[src/rtl/tmds_pkg.sv]
// rtl/tmds_pkg.sv - TMDS control tokens, TERC4 code table and popcount helper
package tmds_pkg;

  // Control-period tokens, indexed by {C1,C0}
  localparam logic [9:0] CTRL_TOKEN_00 = 10'b1101010100;
  localparam logic [9:0] CTRL_TOKEN_01 = 10'b0010101011;
  localparam logic [9:0] CTRL_TOKEN_10 = 10'b0101010100;
  localparam logic [9:0] CTRL_TOKEN_11 = 10'b1010101011;

  // TERC4 data-island codes; first listed entry is nibble F, last is nibble 0
  localparam logic [15:0][9:0] TERC4_TABLE = {
    10'b1011000011, 10'b0101100011, 10'b1001110001, 10'b1010001110,
    10'b1011000110, 10'b0110011100, 10'b0100111001, 10'b1011001100,
    10'b0100111100, 10'b0110001110, 10'b0100011110, 10'b0101110001,
    10'b1011100010, 10'b1011100100, 10'b1001100011, 10'b1010011100
  };

  function automatic logic [3:0] popcount8(input logic [7:0] v);
    logic [3:0] n;
    n = '0;
    for (int i = 0; i < 8; i++) begin
      n = n + {3'b000, v[i]};
    end
    return n;
  endfunction

  function automatic logic [9:0] terc4_code(input logic [3:0] nib);
    return TERC4_TABLE[nib];
  endfunction

endpackage

[src/rtl/tmds_encoder.sv]
// rtl/tmds_encoder.sv - two-stage TMDS 8b/10b channel encoder; TMDS_TERC4_EN adds TERC4 data-island output
module tmds_encoder
  import tmds_pkg::*;
#(
  parameter logic [9:0] RST_TOKEN = 10'b1101010100
) (
  input  logic       clk,
  input  logic       rst,
  input  logic [7:0] vid_data,
  input  logic       vid_de,
  input  logic [1:0] ctrl,
  input  logic [3:0] aux_data,
  input  logic       aux_valid,
  output logic [9:0] tmds_out
);

  logic [8:0]        qm_d, qm_q;
  logic              de_q;
  logic [1:0]        ctrl_q;
  logic [3:0]        n1q, n0q;
  logic signed [4:0] diff;
  logic signed [4:0] cnt_d, cnt_q;
  logic [9:0]        word_d, word_q;

`ifdef TMDS_TERC4_EN
  logic [3:0] aux_data_q;
  logic       aux_valid_q;
`else
  logic unused_aux;
  assign unused_aux = ^{aux_data, aux_valid};
`endif

  // Stage 1: transition-minimising XOR/XNOR chain over the input byte
  always_comb begin
    logic [3:0] n1;
    logic       use_xnor;
    logic [8:0] qm;
    n1       = popcount8(vid_data);
    use_xnor = (n1 > 4'd4) || ((n1 == 4'd4) && !vid_data[0]);
    qm       = '0;
    qm[0]    = vid_data[0];
    for (int i = 1; i < 8; i++) begin
      qm[i] = use_xnor ? ~(qm[i-1] ^ vid_data[i]) : (qm[i-1] ^ vid_data[i]);
    end
    qm[8] = ~use_xnor;
    qm_d  = qm;
  end

  // Stage 1 register: chained byte plus the side-band it travels with
  always_ff @(posedge clk) begin
    if (rst) begin
      qm_q   <= '0;
      de_q   <= 1'b0;
      ctrl_q <= 2'b00;
`ifdef TMDS_TERC4_EN
      aux_data_q  <= '0;
      aux_valid_q <= 1'b0;
`endif
    end else begin
      qm_q   <= qm_d;
      de_q   <= vid_de;
      ctrl_q <= ctrl;
`ifdef TMDS_TERC4_EN
      aux_data_q  <= aux_data;
      aux_valid_q <= aux_valid;
`endif
    end
  end

  assign n1q  = popcount8(qm_q[7:0]);
  assign n0q  = 4'd8 - n1q;
  assign diff = $signed({1'b0, n1q}) - $signed({1'b0, n0q});

  // Stage 2: DC-balancing inversion choice during video, fixed symbols during blanking
  always_comb begin
    word_d = RST_TOKEN;
    cnt_d  = 5'sd0;
    if (de_q) begin
      if ((cnt_q == 5'sd0) || (diff == 5'sd0)) begin
        word_d = qm_q[8] ? {2'b01, qm_q[7:0]} : {2'b10, ~qm_q[7:0]};
        cnt_d  = qm_q[8] ? (cnt_q + diff) : (cnt_q - diff);
      end else if (((cnt_q > 5'sd0) && (diff > 5'sd0)) ||
                   ((cnt_q < 5'sd0) && (diff < 5'sd0))) begin
        word_d = {1'b1, qm_q[8], ~qm_q[7:0]};
        cnt_d  = cnt_q + (qm_q[8] ? 5'sd2 : 5'sd0) - diff;
      end else begin
        word_d = {1'b0, qm_q[8], qm_q[7:0]};
        cnt_d  = cnt_q + diff - (qm_q[8] ? 5'sd0 : 5'sd2);
      end
    end else begin
      cnt_d = 5'sd0;
      case (ctrl_q)
        2'b00:   word_d = CTRL_TOKEN_00;
        2'b01:   word_d = CTRL_TOKEN_01;
        2'b10:   word_d = CTRL_TOKEN_10;
        default: word_d = CTRL_TOKEN_11;
      endcase
`ifdef TMDS_TERC4_EN
      if (aux_valid_q) begin
        word_d = terc4_code(aux_data_q);
      end
`endif
    end
  end

  // Stage 2 register: output symbol and running disparity
  always_ff @(posedge clk) begin
    if (rst) begin
      word_q <= RST_TOKEN;
      cnt_q  <= 5'sd0;
    end else begin
      word_q <= word_d;
      cnt_q  <= cnt_d;
    end
  end

  assign tmds_out = word_q;

endmodule

[config.mk]
export PLATFORM = sky130hd
export DESIGN_NAME = tmds_encoder
export DESIGN_NICKNAME = d
export VERILOG_FILES = /design/src/rtl/tmds_pkg.sv /design/src/rtl/tmds_encoder.sv
export SDC_FILE = /design/constraint.sdc
export NUM_CORES = 1
export LEC_CHECK = 0
export ABC_CLOCK_PERIOD_IN_PS = 4800
export CAP_MARGIN = 5
export CORE_MARGIN = 1.5
export CORE_UTILIZATION = 42
export DETAILED_ROUTE_END_ITERATION = 10
export DONT_BUFFER_PORTS = 1
export SLEW_MARGIN = 15
export SYNTH_ARGS = -nofsm -noshare
export SYNTH_HDL_FRONTEND = slang
export SYNTH_SLANG_ARGS = --single-unit
[constraint.sdc]
create_clock -name clk -period 4.8 [get_ports clk]
set_input_delay 0.48 -clock clk [delete_from_list [all_inputs] [get_ports clk]]
set_output_delay 0.48 -clock clk [all_outputs]
set_load 0.02 [all_outputs]
==> flow_metrics.py, run 1 <==
metrics = {
    "synth": {
        "ys_types": 40,
        "synth_area_leaders": "dfxtp_1, ha_1, fa_1",
        "synth_compound_area_share_pct": 12.79,
        "synthArstFlopShare_pct": 0,
        "synth-main-ff-cell": "dfxtp_1",
        "avgSynthCellArea_sq_um": 9.014,
        "syn_nets": 285,
        "synth_warnings": 0,
        "synth_top_area_share_pct": 26.07,
        "yosys.area.top_type": "dfxtp_1",
        "synth-adder-area-share_pct": 26.67,
        "synth_top_family_by_area": "adder cells",
        "syn_inst": 230,
        "yosysSeqAreaShare_pct": 26.07,
        "synth-edff-count": 0,
        "ys_ff_latch": 27,
        "yosys.area_share.simple_pct": 11.23,
        "synth.area.mux_share_pct": 0.4828,
        "netlist_area_sq_um": 2073,
        "synth_xor_xnor_area_share_pct": 13.88,
    },
    "final_layout": {
        "postLayoutCoreUtil_pct": 52.16,
        "final_layout_size_suffix_gt1_share_pct": 21.14,
        "fill_cells": 466,
        "diodes": 0,
        "syn2layout_area_growth_pct": 19.61,
        "finalNetCount": 302,
    },
    "global_route": {
        "grt_max_degree": 19,
        "grt_antenna_before_repair": 0,
        "grt_use_total_pct": 15.01,
        "grt_pass1_wl_microns": 6258,
        "globalRouteOverflowTotal": 0,
        "grt_pass1_vias": 1384,
    },
    "floorplanning": {
        "io_pins": 28,
        "die_y_microns": 73.26,
        "core_sq_um": 4755,
        "die_w_microns": 73.26,
        "row_count": 25,
        "start_util_pct": 43.61,
        "die-area_sq_um": 5367,
    },
    "place": {
        "gp_congestion": 0.8092,
        "place_hpwl_microns": 3080,
        "io_buffer_count": 0,
    },
    "routing": {
        "num_vias": 1479,
        "final_antenna_net_count": 0,
        "wirelength_microns": 3904,
        "drc": 0,
        "first_iter_violations": 28,
        "viasPerCell": 4.725,
        "drt_pass1_iterations": 4,
        "routedWlPerCell_microns": 12.47,
    },
    "cts": {
        "cts.clk_slew.worst_paths_ns": 0.09,
        "cts_made_buffers": 3,
        "cts_max_level": 1,
        "cts.sinks": 27,
        "clk-insertion-delay-late_ns": 0.27,
        "cts_hold_buf": 0,
        "cts_tree": "yes",
        "ctsLongestPathBuffers": 2,
        "cts-root-buf": "clkbuf_8",
    },
    "timing": {
        "slew_viol_final": 0,
        "finalSetupViolCount": 0,
        "period_needed_ns": 4.776,
        "maxSlewHeadroom_pct": 51.77,
        "worst_pin_slew_ns": 0.7168,
        "finalClockSkew_ns": 0.01062,
        "clock.fmax_ghz": 0.2094,
        "grt_setup_unrepaired": "yes",
        "final_hold_viol_count": 0,
        "timing.final.crit_share_pct": 99.50,
    },
    "worst_setup_path": {
        "critPathBufInv": 5,
        "critPathCaptureType": "register",
        "critPathLaunchType": "register",
        "cp_cell_sequence": "inv_1 > fa_1 > fa_1 > fa_1 > inv_2 > ha_4 > fa_2 > nor2_4 > inv_2 > ha_4 > and3b_2 > o32ai_4 > ha_2 > inv_2 > and3_4 > a221oi_4 > buf_6 > xnor2_2 > a21oi_1",
        "required_ns": 4.94,
        "slowest_stage": "fa_2",
        "crit_path_max_fanout": 6,
        "cp_top_family": "adder cells",
        "critical_path_class": "reg -> reg",
        "cp.arrival_ns": 4.91,
        "cpPeakStageDelay_ns": 0.57,
    },
    "job": {
        "drv_cap": 0,
    },
    "run_status": {
        "status": "finished, final reports clean",
    },
    "worst_hold_path": {
        "hold_path_class": "in -> reg",
    },
}
routing by layer:
| metal | vias up | part of all wire, % | wire length (microns) | track usage, % |
|---|---|---|---|---|
| met5 | - | 0 | 0 | 0 |
| met1 | 680 | 50 | 1957 | 21.87 |
| met2 | 24 | 46 | 1802 | 23.84 |
| li1 | 771 | - | - | - |
| met3 | 4 | 3.2 | 125 | 2.606 |
| met4 | 0 | 0.49 | 19 | 1.887 |
layout make-up:
type	count	area [sq um]	share of cell area, %
inverter	42	157.7	6.357
tap	67	83.83	3.380
clock buffer	3	41.29	1.665
sequential	27	544.3	21.95
multi-input combinational	156	1509	60.85
timing repair buffer	17	138.9	5.600
clock inverter	1	5.005	0.2018
placed cells by master (no fill, tap or decap), types with 2 or more instances in the layout:
master | Yosys | routed
a211o_1 | 2 | 2
a21oi_1 | 15 | 15
a31oi_1 | 3 | 3
buf_4 | 0 | 14
buf_6 | 1 | 3
clkbuf_8 | 0 | 3
dfxtp_1 | 27 | 24
dfxtp_2 | 0 | 3
fa_1 | 12 | 11
ha_1 | 25 | 20
ha_2 | 0 | 2
ha_4 | 0 | 3
inv_1 | 42 | 38
inv_2 | 0 | 4
nand2_1 | 5 | 5
nand2b_1 | 2 | 2
nand4_1 | 2 | 2
nor2_1 | 18 | 17
nor2b_1 | 8 | 7
nor3_1 | 5 | 5
nor4_1 | 2 | 2
o21ai_0 | 3 | 3
o22ai_1 | 2 | 2
or2_2 | 2 | 2
xnor2_1 | 21 | 14
xnor2_2 | 0 | 7
xor2_1 | 10 | 10
cell usage after synthesis (all sizes together), types with 2 or more instances:
master	count
o21ai	4
dfxtp	27
buf	2
fa	12
a31oi	3
nand4	2
ha	25
xnor2	21
inv	42
o22ai	2
nand2b	2
a211o	2
nor2	18
a21oi	15
nor3	5
or2	2
nor2b	8
a211oi	2
clkbuf	3
xor2	11
nand2	5
nor4	2
path summary, 6_finish.rpt:
check,startpoint,end,slack [ns],depth (start not counted)
hold / removal,rst,qm_q[0]$_SDFF_PP0_,0.25,1
setup reg to reg,qm_q[0]$_SDFF_PP0_,tmds_out[4]$_SDFF_PP1_,0.02,19
hold reg to reg,cnt_q[0]$_SDFF_PP0_,cnt_q[0]$_SDFF_PP0_,0.47,1
setup / recovery,qm_q[0]$_SDFF_PP0_,tmds_out[4]$_SDFF_PP1_,0.02,19
registers in the layout (all words and copies together), names as in the netlist:
name	count
de_q	1
ctrl_q	2
cnt_q	5
tmds_out	10
qm_q	9
through the flow:
stage / instances / setup TNS (ns) / area [sq um] / setup slack (ns) / hold slack [ns]
2_1_floorplan: 230 / 0 / 2098 / 0.02140 / 0.4307
3_3_place_gp: 302 / -0.04941 / 2221 / -0.01924 / 0.4528
3_5_place_dp: 302 / -0.2176 / 2221 / -0.04016 / 0.4566
4_1_cts: 308 / 0 / 2298 / 0.05120 / 0.2507
5_1_grt: 313 / -1.166 / 2480 / -0.1574 / 0.2413
6_report: 313 / 0 / 2480 / 0.02401 / 0.2546
what timing repair did:
action	in CTS	in global routing
endpoints found under the hold margin	0	0
buffers inserted	1	6
cloned	1	0
resized for setup	3	27
pin swaps	2	18
endpoints found under the setup margin	8	10
logic make-up (layout without fill, tap and decap cells):
| family | Yosys count | in the layout |
|---|---|---|
| AOI/OAI and AO/OA | 39 | 39 |
| xor gates and xnor gates | 32 | 32 |
| adders and majority gates | 37 | 37 |
| buffers and inverters | 47 | 63 |
| DFF | 27 | 27 |
| muxes | 1 | 1 |
| and+or+nand+nor | 47 | 47 |
Power of run 1 is not shown: default switching activity piles up to over one toggle a cycle in this logic, so the estimate is an artifact.
==> run 2, diff against run 1 <==
--- a/config.mk
+++ b/config.mk
@@ -11,6 +11,7 @@
 export CORE_UTILIZATION = 42
 export DETAILED_ROUTE_END_ITERATION = 10
 export DONT_BUFFER_PORTS = 1
+export PLACE_DENSITY = 0.65
 export SLEW_MARGIN = 15
 export SYNTH_ARGS = -nofsm -noshare
 export SYNTH_HDL_FRONTEND = slang
==> run 2 against run 1 <==
- the run now ends with setup timing left
- core utilization is 1.1 points higher
- global-route usage is 1.4 points higher
- register-to-register slack worse by 0.03 ns
- critical endpoint is now tmds_out[2]$_SDFF_PP1_
==> flow_metrics.py, run 2 (synthesis results as in run 1) <==
metrics = {
    "worst_hold_path": {
        "hold_path_class": "in -> reg",
    },
    "final_layout": {
        "multi_input_area_sq_um": 1550,
        "fill_cells": 446,
        "final_common_cell": "inv_1",
        "ff_latch_area_sq_um": 543.0,
        "finalNetCount": 303,
        "syn2layout_area_growth_pct": 22.03,
        "diodes": 0,
        "final_layout_size_suffix_gt1_share_pct": 22.67,
        "largest_register_ffs": 10,
        "final_cell_mix": "inv_1, dfxtp_1, ha_1, nor2_1, buf_4",
    },
    "timing": {
        "fin_tns_setup_ns": -0.001912,
        "period_needed_ns": 4.802,
        "grt_setup_unrepaired": "yes",
        "setup_ws_ns": -0.001912,
        "timing.final.crit_share_pct": 100.0,
        "finalSetupViolCount": 1,
        "worst_pin_slew_ns": 0.7404,
        "final_hold_viol_count": 0,
        "clock.fmax_ghz": 0.2083,
        "finalClockSkew_ns": 0.001488,
        "whs_ns": 0.2543,
        "slew_viol_final": 0,
        "maxSlewHeadroom_pct": 50.18,
    },
    "floorplanning": {
        "core_sq_um": 4755,
        "start_util_pct": 43.61,
        "die_y_microns": 73.26,
        "die_w_microns": 73.26,
        "die-area_sq_um": 5367,
        "row_count": 25,
        "io_pins": 28,
    },
    "worst_setup_path": {
        "cp_top_family": "adder cells",
        "crit_top_cell": "inv_2",
        "cpPeakStageDelay_ns": 0.57,
        "rrSetupSlack_ns": -0.002,
        "slowest_stage": "fa_1",
        "cp_cell_sequence": "inv_2 > fa_1 > fa_1 > fa_1 > inv_2 > ha_4 > fa_2 > nor2_4 > inv_2 > ha_4 > and3b_2 > o32ai_4 > ha_4 > inv_2 > and3_4 > a221oi_4 > buf_6 > xnor2_2 > a21oi_2",
        "critPathCaptureType": "register",
        "crit_path_max_fanout": 6,
        "critPathLaunchType": "register",
        "critical_path_class": "reg -> reg",
        "cp.arrival_ns": 4.94,
        "required_ns": 4.94,
        "critPathBufInv": 5,
    },
    "global_route": {
        "grt_use_total_pct": 16.40,
        "grt_pass1_wl_microns": 6810,
        "grt_antenna_before_repair": 0,
        "globalRouteOverflowTotal": 0,
        "grt_pass1_vias": 1471,
        "grt_max_degree": 19,
    },
    "routing": {
        "viasPerCell": 4.796,
        "routedWlPerCell_microns": 13.03,
        "drt_pass1_iterations": 4,
        "num_vias": 1506,
        "drc": 0,
        "final_antenna_net_count": 0,
        "wirelength_microns": 4090,
        "first_iter_violations": 68,
    },
    "cts": {
        "cts-root-buf": "clkbuf_8",
        "cts_made_buffers": 3,
        "ctsLongestPathBuffers": 2,
        "cts_hold_buf": 0,
        "cts.clk_slew.worst_paths_ns": 0.09,
        "cts.sinks": 27,
        "clk-insertion-delay-late_ns": 0.28,
        "cts_max_level": 1,
        "cts_tree": "yes",
    },
    "run_status": {
        "status": "complete, but fails checks",
        "violations": "setup timing",
    },
    "place": {
        "place_hpwl_microns": 3246,
        "io_buffer_count": 0,
        "gp_congestion": 0.8563,
    },
    "job": {
        "drv_cap": 0,
    },
}
[run 2: cell count changes in the layout (fill, tap and decap cells not counted), moves of 2 or more]
cell     delta
ha_2        -2
a21oi_2     +3
ha_4        +2
a21oi_1     -3
[run 2: worst paths after layout]
path / to / start / depth (start not counted)
min: qm_q[3]$_SDFF_PP0_ / rst / 1
max reg2reg: tmds_out[2]$_SDFF_PP1_ / qm_q[3]$_SDFF_PP0_ / 19
min reg2reg: cnt_q[0]$_SDFF_PP0_ / cnt_q[0]$_SDFF_PP0_ / 1
max: tmds_out[2]$_SDFF_PP1_ / qm_q[3]$_SDFF_PP0_ / 19
[run 2: routing by layer]
metal,up-vias,GRT usage [%],routed length [microns]
li1,773,-,-
met1,712,21.72,1867
met5,-,0,0
met3,2,2.606,79
met2,19,28.59,2126
met4,0,2.516,17
[run 2: final cells by class]
| type | instances | area share [%] |
|---|---|---|
| Multi-Input combinational cell | 156 | 61.28 |
| Tap cell | 67 | 3.314 |
| Sequential cell | 27 | 21.46 |
| Clock buffer | 3 | 1.632 |
| Inverter | 42 | 6.231 |
| Clock inverter | 1 | 0.2967 |
| Timing Repair Buffer | 18 | 5.786 |
[run 2: through the flow]
step                      util [%]  cells  setup slack (ns)  cell area, sq um
after floorplan                  -    230           0.02140              2098
after global placement       46.87    303          -0.04970              2228
after detailed placement     46.87    303           -0.1156              2228
after CTS                    49.39    311          0.003940              2349
after global routing         53.21    314           -0.1911              2530
final                        53.21    314         -0.001912              2530
[run 2: what timing repair did]
action | 4_1_cts | 5_1_grt
buffers inserted | 3 | 3
gates cloned | 1 | 0
endpoints found under the setup margin | 9 | 10
resized for setup | 7 | 28
pin swaps | 7 | 21
Power of run 2 is left out for the same reason.
==> run 3, diff against run 2 <==
--- a/config.mk
+++ b/config.mk
@@ -5,6 +5,7 @@
 export SDC_FILE = /design/constraint.sdc
 export NUM_CORES = 1
 export LEC_CHECK = 0
+export ABC_AREA = 1
 export ABC_CLOCK_PERIOD_IN_PS = 4800
 export CAP_MARGIN = 5
 export CORE_MARGIN = 1.5
==> run 3 against run 2 <==
- the run now ends clean
- setup slack better by 0.27 ns
- die area is 12% higher
- clock skew about the same
- fmax up 6.0%
- cell area about the same
- core utilization fell by 4.9 points
- cell count grew 24%
- critical path type unchanged
==> flow_metrics.py, run 3 <==
metrics = {
    "run_status": {
        "status": "finished, final reports clean",
    },
    "synth": {
        "netlist_area_sq_um": 2325,
        "yosys.area.top_type": "dfxtp_1",
        "ys_types": 32,
        "avgSynthCellArea_sq_um": 7.475,
        "synth-main-ff-cell": "dfxtp_1",
        "synth-edff-count": 0,
        "synth_area_leaders": "dfxtp_1, ha_1, nand2_1",
        "synth_top_area_share_pct": 23.25,
        "syn_nets": 366,
        "synth_warnings": 0,
        "yosysSeqAreaShare_pct": 23.25,
        "synth.most_common_cell": "nand2_1",
        "syn_inst": 311,
        "synth_common_cells": "nand2_1, inv_1, dfxtp_1",
        "ys_ff_latch": 27,
        "synthArstFlopShare_pct": 0,
    },
    "routing": {
        "maxUsedRoutingLayer": "met4",
        "drt_pass1_iterations": 4,
        "viasPerCell": 4.772,
        "wl_met3_microns": 111,
        "drc": 0,
        "num_vias": 1861,
        "final_antenna_net_count": 0,
        "wirelength_microns": 4417,
        "drt-met1-wl_microns": 1990,
        "dr_wl_met2_microns": 2234,
        "routedWlPerCell_microns": 11.33,
        "first_iter_violations": 53,
    },
    "final_layout": {
        "final_cell_mix": "nand2_1, inv_1, dfxtp_1, ha_1, nor2_1",
        "final_common_cell": "nand2_1",
        "stdcell_area_sq_um": 2532,
        "finalNetCount": 376,
        "largest_register_ffs": 10,
        "diodes": 0,
        "final_layout_size_suffix_gt1_share_pct": 13.75,
        "fill_cells": 529,
        "syn2layout_area_growth_pct": 8.934,
    },
    "cts": {
        "cts_max_level": 1,
        "clk-insertion-delay-late_ns": 0.28,
        "cts.sinks": 27,
        "cts-root-buf": "clkbuf_8",
        "cts.clk_slew.worst_paths_ns": 0.10,
        "ctsLongestPathBuffers": 2,
        "post_cts_buffers": 0,
        "cts_tree": "yes",
        "cts_made_buffers": 3,
    },
    "timing": {
        "maxSlewHeadroom_pct": 65.26,
        "final_hold_viol_count": 0,
        "timing.final.crit_share_pct": 94.41,
        "finalClockSkew_ns": 0.001631,
        "worst_pin_slew_ns": 0.5157,
        "slew_viol_final": 0,
        "fin_tns_setup_ns": 0,
        "period_needed_ns": 4.532,
        "finalSetupViolCount": 0,
        "grt_setup_unrepaired": "no",
        "clock.fmax_ghz": 0.2207,
    },
    "worst_setup_path": {
        "r2r-start": "qm_q[0]$_SDFF_PP0_",
        "required_ns": 4.99,
        "critical_path_class": "reg -> reg",
        "critPathCaptureType": "register",
        "crit_path_max_fanout": 3,
        "cp.arrival_ns": 4.72,
        "critPathLaunchType": "register",
        "setup.worst_path.start": "qm_q[0]$_SDFF_PP0_",
    },
    "worst_hold_path": {
        "hold_path_class": "in -> reg",
        "min_from": "rst",
    },
    "global_route": {
        "grt_pass1_wl_microns": 7755,
        "grt_antenna_before_repair": 0,
        "grt_pass1_vias": 1887,
        "grt_use_total_pct": 15.93,
        "grt_max_degree": 18,
        "globalRouteOverflowTotal": 0,
    },
    "place": {
        "place_hpwl_microns": 3661,
        "io_buffer_count": 0,
        "placed_cell_area_sq_um": 2441,
        "gp_congestion": 0.8736,
    },
    "floorplanning": {
        "die_w_microns": 77.40,
        "io_pins": 28,
        "die_y_microns": 77.40,
        "row_count": 26,
        "core_sq_um": 5238,
        "start_util_pct": 44.39,
        "die-area_sq_um": 5991,
    },
    "job": {
        "drv_cap": 0,
    },
}
run 3: cell types whose count changed after synthesis, sizes merged, moves of 3 or more:
cell / delta
xor2: -3
xnor2: -13
o211ai: +3
inv: +20
nor2b: -8
nand3: +16
nand2: +74
nor3: -3
o21ai: +14
run 3: layer usage:
| metal | global-route usage (%) | up-vias |
|---|---|---|
| met5 | 0 | - |
| met4 | 4.545 | 0 |
| met3 | 2.941 | 8 |
| met2 | 30.18 | 30 |
| met1 | 17.98 | 849 |
| li1 | - | 974 |
run 3: path summary, 6_finish.rpt:
check	to	cells past startpoint	slack, ns
worst min register to register	cnt_q[0]$_SDFF_PP0_	2	0.49
worst max-delay path	cnt_q[4]$_SDFF_PP0_	21	0.27
worst max register to register	cnt_q[4]$_SDFF_PP0_	21	0.27
worst min-delay path	tmds_out[0]$_SDFF_PP0_	1	0.25
run 3: cell families after synthesis:
kind of cell	after synthesis	synth area share, %
AO/OA/AOI/OAI	44	10.87
AND/OR/NAND/NOR	119	23.30
buffers and inverters	68	12.43
flip-flops	27	23.25
XOR/XNOR	16	6.351
adder cells (fa/ha/maj)	37	23.79
run 3: layout make-up:
class / count / area (sq um) / area share, %
sequential: 27 / 541.8 / 21.39
timing repair buffer: 11 / 82.58 / 3.261
clock buffer: 3 / 41.29 / 1.630
inverter: 62 / 235.2 / 9.289
clock inverter: 1 / 8.758 / 0.3458
multi-input combinational: 216 / 1535 / 60.62
tap: 70 / 87.58 / 3.458
run 3: critical path, cell delays in order (launching register included):
cell and delay, ns:
dfxtp_1 0.34, inv_1 0.08, fa_1 0.56, fa_1 0.43, fa_1 0.49, inv_1 0.04, ha_1 0.19, fa_1 0.46
nor2_2 0.13, inv_2 0.07, ha_4 0.28, inv_2 0.05, nor2_2 0.16, a21oi_4 0.07, fa_1 0.49, nor2_1 0.12
nor2_1 0.06, xor2_1 0.13, a21oi_1 0.14, nand2_1 0.06, nand3_1 0.06, inv_1 0.04
run 3: through the flow:
step / hold slack (ns) / cells / setup WS, ns / utilization [%]
after CTS: 0.2441 / 390 / 0.04005 / 47.56
after global placement: 0.4756 / 386 / 0.1348 / 46.61
after global routing: 0.2327 / 390 / 0.01536 / 48.35
final: 0.2516 / 390 / 0.2684 / 48.35
after floorplan: 0.4160 / 311 / 0.2365 / -
after detailed placement: 0.4808 / 386 / 0.09371 / 46.61
run 3: what timing repair did:
action                     CTS  global route
setup endpoints to repair    0            11
hold buffers                 0             0
gates resized for setup      0            10
Power of run 3 is left out for the same reason.
